File: config.mk
export PLATFORM = sky130hd
export DESIGN_NAME = dmem_bus_master_flat
export DESIGN_NICKNAME = d
export VERILOG_FILES = /design/src/rtl/dmem_bus_master_if.sv /design/src/rtl/dmem_bus_master.sv /design/src/flat_wrapper.sv
export SDC_FILE = /design/constraint.sdc
export NUM_CORES = 1
export LEC_CHECK = 0
export CORE_MARGIN = 2
export CORE_UTILIZATION = 44
export CTS_BUF_LIST = sky130_fd_sc_hd__clkbuf_4
export CTS_CLUSTER_DIAMETER = 120
export DETAILED_ROUTE_END_ITERATION = 10
export PLACE_DENSITY = 0.83
export SLEW_MARGIN = 20
export SYNTH_ARGS = -nofsm -noshare
export SYNTH_HDL_FRONTEND = slang
export SYNTH_SLANG_ARGS = --single-unit
export TNS_END_PERCENT = 10
File: constraint.sdc
create_clock -name clk -period 4.95 [get_ports clk]
set_clock_uncertainty 0.2 [all_clocks]
set_input_delay 0.7425 -clock clk [delete_from_list [all_inputs] [get_ports clk]]
set_output_delay 0.7425 -clock clk [all_outputs]
set_load 0.05 [all_outputs]
File: src/rtl/dmem_bus_master_if.sv
// Wishbone classic (B3) data-bus bundle between the core's data-memory master and the SoC slave.
interface dmem_bus_master_if #(
    parameter int AW = 32,
    parameter int DW = 32
);
    logic          wb_cyc_o;
    logic          wb_stb_o;
    logic          wb_we_o;
    logic [AW-1:0] wb_adr_o;
    logic [DW-1:0] wb_dat_o;
    logic [3:0]    wb_sel_o;
    logic [DW-1:0] wb_dat_i;
    logic          wb_ack_i;

    modport master (
        output wb_cyc_o, wb_stb_o, wb_we_o, wb_adr_o, wb_dat_o, wb_sel_o,
        input  wb_dat_i, wb_ack_i
    );

    modport slave (
        input  wb_cyc_o, wb_stb_o, wb_we_o, wb_adr_o, wb_dat_o, wb_sel_o,
        output wb_dat_i, wb_ack_i
    );
endinterface

File: src/rtl/dmem_bus_master.sv
// MEM-stage load/store to single Wishbone classic transaction; freezes the pipeline until ack.
// Optional bus timeout with bus_err pulse is built when DMEM_TIMEOUT_EN is defined.
module dmem_bus_master #(
    parameter int AW             = 32,
    parameter int DW             = 32,
    parameter int TIMEOUT_CYCLES = 255
) (
    input  logic          clk,
    input  logic          reset,
    input  logic          mem_read_mem,
    input  logic          mem_write_mem,
    input  logic [2:0]    fun3_mem,
    input  logic [AW-1:0] addr_mem,
    input  logic [DW-1:0] wdata_mem,
    output logic [DW-1:0] rdata_mem,
    output logic          stall_pipl,
    output logic          bus_err,
    dmem_bus_master_if.master wb
);

    typedef enum logic [1:0] {IDLE, BUS, DONE} state_t;

    state_t        state, state_nxt;
    logic          req, start, done_ok;
    logic [AW-1:0] adr_q;
    logic [DW-1:0] dat_q;
    logic [3:0]    sel_q;
    logic          we_q;
    logic [2:0]    fun3_q;
    logic [1:0]    lane_q;

    function automatic logic [3:0] sel_of(input logic [1:0] size, input logic [1:0] a);
        case (size)
            2'b00:   return 4'b0001 << a;
            2'b01:   return a[1] ? 4'b1100 : 4'b0011;
            default: return 4'b1111;
        endcase
    endfunction

    function automatic logic [DW-1:0] lanes_of(input logic [1:0] size, input logic [DW-1:0] d);
        case (size)
            2'b00:   return {4{d[7:0]}};
            2'b01:   return {2{d[15:0]}};
            default: return d;
        endcase
    endfunction

    function automatic logic [DW-1:0] load_ext(input logic [2:0] f3, input logic [1:0] a,
                                               input logic [DW-1:0] d);
        logic signed [7:0]  b;
        logic signed [15:0] h;
        b = d[{a, 3'b000} +: 8];
        h = a[1] ? d[31:16] : d[15:0];
        case (f3)
            3'b000:  return DW'(b);
            3'b001:  return DW'(h);
            3'b100:  return {24'b0, b};
            3'b101:  return {16'b0, h};
            default: return d;
        endcase
    endfunction

    assign req        = mem_read_mem | mem_write_mem;
    assign stall_pipl = ((state == IDLE) && req) || (state == BUS);

    // cyc/stb come straight from the state register so an async reset drops them at once
    assign wb.wb_cyc_o = (state == BUS);
    assign wb.wb_stb_o = (state == BUS);
    assign wb.wb_we_o  = we_q;
    assign wb.wb_adr_o = adr_q;
    assign wb.wb_dat_o = dat_q;
    assign wb.wb_sel_o = sel_q;

`ifdef DMEM_TIMEOUT_EN
    logic [7:0] cnt;
    logic       timeout;
    logic       err_q;

    always_ff @(posedge clk or posedge reset) begin
        if (reset) begin
            cnt   <= '0;
            err_q <= 1'b0;
        end else begin
            err_q <= timeout;
            if (start)
                cnt <= '0;
            else if ((state == BUS) && !wb.wb_ack_i)
                cnt <= cnt + 8'd1;
        end
    end

    assign bus_err = err_q;
`else
    assign bus_err = 1'b0;
`endif

    always_ff @(posedge clk or posedge reset) begin
        if (reset)
            state <= IDLE;
        else
            state <= state_nxt;
    end

    always_comb begin
        state_nxt = state;
        start     = 1'b0;
        done_ok   = 1'b0;
`ifdef DMEM_TIMEOUT_EN
        timeout   = 1'b0;
`endif
        case (state)
            IDLE: if (req) begin
                start     = 1'b1;
                state_nxt = BUS;
            end
            BUS: begin
                // ack wins over a timeout landing in the same cycle
                if (wb.wb_ack_i) begin
                    done_ok   = 1'b1;
                    state_nxt = DONE;
                end
`ifdef DMEM_TIMEOUT_EN
                else if (cnt == 8'(TIMEOUT_CYCLES - 1)) begin
                    timeout   = 1'b1;
                    state_nxt = DONE;
                end
`endif
            end
            DONE:    state_nxt = IDLE;
            default: state_nxt = IDLE;
        endcase
    end

    always_ff @(posedge clk or posedge reset) begin
        if (reset) begin
            adr_q     <= '0;
            dat_q     <= '0;
            sel_q     <= '0;
            we_q      <= 1'b0;
            fun3_q    <= '0;
            lane_q    <= '0;
            rdata_mem <= '0;
        end else begin
            if (start) begin
                adr_q  <= {addr_mem[AW-1:2], 2'b00};
                dat_q  <= lanes_of(fun3_mem[1:0], wdata_mem);
                sel_q  <= sel_of(fun3_mem[1:0], addr_mem[1:0]);
                we_q   <= mem_write_mem;
                fun3_q <= fun3_mem;
                lane_q <= addr_mem[1:0];
            end
            if (done_ok && !we_q)
                rdata_mem <= load_ext(fun3_q, lane_q, wb.wb_dat_i);
`ifdef DMEM_TIMEOUT_EN
            if (timeout)
                rdata_mem <= '0;
`endif
        end
    end

endmodule

File: src/flat_wrapper.sv
// flat-port wrapper written by rule: the top's interface ports become plain ports
module dmem_bus_master_flat 
#(
    parameter int AW             = 32,
    parameter int DW             = 32,
    parameter int TIMEOUT_CYCLES = 255
)
  (clk, reset, mem_read_mem, mem_write_mem, fun3_mem, addr_mem, wdata_mem, rdata_mem, stall_pipl, bus_err, wb_wb_cyc_o, wb_wb_stb_o, wb_wb_we_o, wb_wb_adr_o, wb_wb_dat_o, wb_wb_sel_o, wb_wb_dat_i, wb_wb_ack_i);
  dmem_bus_master_if #(.AW(AW), .DW(DW)) wb_i ();
  input  logic clk;
  input  logic reset;
  input  logic mem_read_mem;
  input  logic mem_write_mem;
  input  logic [2:0] fun3_mem;
  input  logic [AW-1:0] addr_mem;
  input  logic [DW-1:0] wdata_mem;
  output logic [DW-1:0] rdata_mem;
  output logic stall_pipl;
  output logic bus_err;
  output wire logic [$bits(wb_i.wb_cyc_o)-1:0] wb_wb_cyc_o;
  output wire logic [$bits(wb_i.wb_stb_o)-1:0] wb_wb_stb_o;
  output wire logic [$bits(wb_i.wb_we_o)-1:0] wb_wb_we_o;
  output wire logic [$bits(wb_i.wb_adr_o)-1:0] wb_wb_adr_o;
  output wire logic [$bits(wb_i.wb_dat_o)-1:0] wb_wb_dat_o;
  output wire logic [$bits(wb_i.wb_sel_o)-1:0] wb_wb_sel_o;
  input wire logic [$bits(wb_i.wb_dat_i)-1:0] wb_wb_dat_i;
  input wire logic [$bits(wb_i.wb_ack_i)-1:0] wb_wb_ack_i;
  assign wb_wb_cyc_o = wb_i.wb_cyc_o;
  assign wb_wb_stb_o = wb_i.wb_stb_o;
  assign wb_wb_we_o = wb_i.wb_we_o;
  assign wb_wb_adr_o = wb_i.wb_adr_o;
  assign wb_wb_dat_o = wb_i.wb_dat_o;
  assign wb_wb_sel_o = wb_i.wb_sel_o;
  assign wb_i.wb_dat_i = wb_wb_dat_i;
  assign wb_i.wb_ack_i = wb_wb_ack_i;
  dmem_bus_master #(.AW(AW), .DW(DW), .TIMEOUT_CYCLES(TIMEOUT_CYCLES)) u_core (.clk(clk), .reset(reset), .mem_read_mem(mem_read_mem), .mem_write_mem(mem_write_mem), .fun3_mem(fun3_mem), .addr_mem(addr_mem), .wdata_mem(wdata_mem), .rdata_mem(rdata_mem), .stall_pipl(stall_pipl), .bus_err(bus_err), .wb(wb_i));
endmodule
==> summary.md <==
| Metric | Value |
|---|---|
| Fill count | `867` |
| Routability Congestion | `0.8606` |
| CTS Buf Count | `9` |
| CTS tree | `built` |
| Core Area | `10790 µm²` |
| Max_cap viols | `0` |
| Status | `finished, final reports clean` |
| Adder-Cell Fraction of Synth Area | `0%` |
| Leak | `3.164 nW` |
| Hold Path Class | `reg2reg` |
| Largest net degree at the start of global routing | `96` |
| Type of origin of the critical path | `input port` |
| Critical path type | `in2out` |
| Die extent in y | `109 µm` |
| DR pass1 iterations | `5` |
| Sequential share of the synthesized area | `54.68%` |
| I/O Pins | `209` |
| Post-Synthesis Cells | `534` |
| Top cells by area, synth | `dfrtp_1 55%, nand2_1 14%, mux2i_1 5.2%` |
| CTS Sinks | `106` |
| Slew @ Worst Pin | `967.0 ps` |
| CP Data Arrival Time | `2280 ps` |
| Tmin final | `3220 ps` |
| All-Layer GR Usage | `23.17%` |
| DRT antenna net count | `0` |
| Total power | `5.285 mW` |
| Max FO, Critical Path | `3` |
| Mux cell area share after synthesis | `6.784%` |
| Total congestion overflow | `0` |
| Setup Viol. Count Final | `0` |
| Worst hold margin | `293.0 ps` |
| Cts repair resizes | `0` |
| Yosys top cell by area | `dfrtp_1` |
| FF-to-FF path depth | `4` |
| RSZ-0062 raised after global routing | `no` |
| Die width | `109 µm` |
| DRC viols | `0` |
| Worst VDD drop | `0.4749 mV` |
| Final TNS setup | `0 ps` |
| Syn avg cell area | `9.084 µm²` |
| Yosys cell types | `40` |
| Rel. slew slack | `35.54%` |
| Starting Density | `44.95%` |
| M2 GR Usage | `38.91%` |
| Ant diodes | `0` |
| Vias in the first global route | `4386` |
| Detailed Place HPWL | `9875 µm` |
| Post-synthesis simple-gate area fraction | `23.45%` |
| Global routing's busiest layer | `met2` |
| H-tree depth | `3` |
| Clock slew at reported path FFs | `150 ps` |
| Antenna violations before repair | `0` |
| Met1 Use GR | `29.53%` |
| Vias per inst | `5.233` |
| Worst Path Required | `4010 ps` |
| Clock buffer depth | `2` |
| Period Utilization, post-route | `65.05%` |
| Root buffer cell | `clkbuf_4` |
| Layout cells sized above 1 | `5.263%` |
| First-pass GRT wire length | `21690 µm` |
| Synth Area in XOR/XNOR | `0%` |
| Post-synth top area share | `54.68%` |
| Post-Syn Area | `4851 µm²` |
| Hold-fix buffers, CTS | `0` |
| Slew Limit Fails | `0` |
| Die Footprint | `11880 µm²` |
| Largest family of logic cells by synthesized area | `simple AND/OR/NAND/NOR gates` |
| M3 GR Usage | `4.842%` |
| Crit end category | `primary output` |
| Final WL | `13620 µm` |
| # Post-CTS Setup Buffers | `0` |
| Final Hold Viols | `0` |
| F_max | `0.3106 GHz` |
| Final nets | `821` |
| Placed instance area | `6939 µm²` |
| Clk_lat worst skew | `440 ps` |
| P&R area growth vs syn | `45.89%` |
| Row cnt | `38` |
| Initial drt markers | `252` |
| Vias | `4511` |
| Wire per inst | `15.79 µm` |
| Pwr Density | `746.8 nW/µm²` |
| Finished Cell Area | `7077 µm²` |
| Compound-gate portion of the synthesized area | `10.68%` |
| Hold path depth | `2` |
| Port bufs | `205` |
| Flops & latches, synth | `106` |
| Syn. warnings | `0` |
[cells in the mapped netlist]
| cell | count |
|---|---|
| nor2b_1 | 2 |
| mux2_2 | 7 |
| nand3b_1 | 7 |
| a211oi_1 | 8 |
| o22ai_1 | 7 |
| nor2_2 | 2 |
| nor4_1 | 1 |
| dfrtp_1 | 106 |
| o31ai_1 | 8 |
| nand2b_1 | 3 |
| nor4b_2 | 1 |
| a2111oi_0 | 1 |
| o2bb2ai_1 | 1 |
| nor3_2 | 1 |
| clkbuf_1 | 15 |
| and2_1 | 1 |
| o21a_1 | 1 |
| nand4bb_1 | 1 |
| and4bb_2 | 1 |
| buf_1 | 2 |
| nand3_2 | 1 |
| nand2b_2 | 1 |
| nor4_4 | 1 |
| buf_2 | 14 |
| or2_0 | 1 |
| o21ai_0 | 40 |
| inv_1 | 5 |
| nand3_1 | 33 |
| o21bai_1 | 1 |
| conb_1 | 1 |
| mux2i_1 | 25 |
| nor2_1 | 16 |
| clkbuf_2 | 1 |
| a21oi_1 | 18 |
| nor3_1 | 2 |
| a31oi_1 | 3 |
| a22oi_1 | 1 |
| o21ai_1 | 1 |
| nand2_1 | 186 |
| buf_4 | 7 |
[metrics by stage]
stage          setup WS (ps)  utilization (%)  instances
6_report                1730            65.57        862
5_1_grt                 1703            65.57        862
4_1_cts                 1726            65.56        862
3_5_place_dp            1727            64.29        846
3_3_place_gp            1738            64.29        846
2_1_floorplan           1219                -        536
[power breakdown]
| group | internal, mW | switching, mW |
|---|---|---|
| clock network | 0.154 | 0.289 |
| logic | 1.04 | 2.22 |
| registers | 1.28 | 0.306 |
[layout make-up]
type,instances,area [µm²],share of cell area [%]
Timing Repair Buffer,209,2082,29.42
Inverter,5,21.27,0.3006
Tap cell,140,175.2,2.475
Multi-Input combinational cell,386,2008,28.38
Clock inverter,7,68.82,0.9724
Sequential cell,106,2654,37.50
Clock buffer,9,67.56,0.9547
[cell families (layout without fill, tap and decap cells)]
logic type	count (synthesis)	count (layout)
other	1	3
DFF	106	106
buffers and inverters	44	230
AOI/OAI and AO/OA	90	90
and+or+nand+nor	261	261
muxes	32	32
[cells in the final DEF, fill, tap and decap left out, types with 8 or more instances in the layout]
master           instances
clkdlybuf4s50_1        205
o21ai_0                 40
clkbuf_4                 9
dfrtp_1                105
nor2_1                  16
a21oi_1                 18
o31ai_1                  8
nand3_1                 33
a211oi_1                 8
nand2_1                186
mux2i_1                 25
[final timing paths]
path                                        from                      to  slack, ps
max in group asynchronous                  reset  u_core.wb.wb_adr_o[14]       2940
min in group asynchronous                  reset  u_core.wb.wb_adr_o[26]        640
hold reg to reg            u_core.wb.wb_dat_o[0]   u_core.wb.wb_dat_o[0]        290
setup reg to reg                 u_core.state[0]   u_core.wb.wb_sel_o[0]       2780
hold / removal             u_core.wb.wb_dat_o[0]   u_core.wb.wb_dat_o[0]        290
setup / recovery                   mem_write_mem              stall_pipl       1730
[registers in the layout (all words and copies together) (netlist names)]
name                count
u_core.wb.wb_we_o       1
u_core.rdata_mem       32
u_core.wb.wb_sel_o      4
u_core.fun3_q           3
u_core.wb.wb_dat_o     32
u_core.state            2
u_core.wb.wb_adr_o     30
u_core.lane_q           2
[metal layers]
| metal | part of all wire (%) | routed length [µm] | up-vias |
|---|---|---|---|
| met4 | 2.3 | 312 | 0 |
| met5 | 0 | 0 | - |
| met3 | 7.0 | 954 | 23 |
| met1 | 41 | 5523 | 2142 |
| li1 | - | - | 2163 |
| met2 | 50 | 6825 | 183 |
[worst max-delay path: stages]
cell	delay, ps
clkdlybuf4s50_1	560
o21ai_4	90
nand2_1	80
clkdlybuf4s50_1	800
Note: power is estimated with default switching activity, not from simulation.
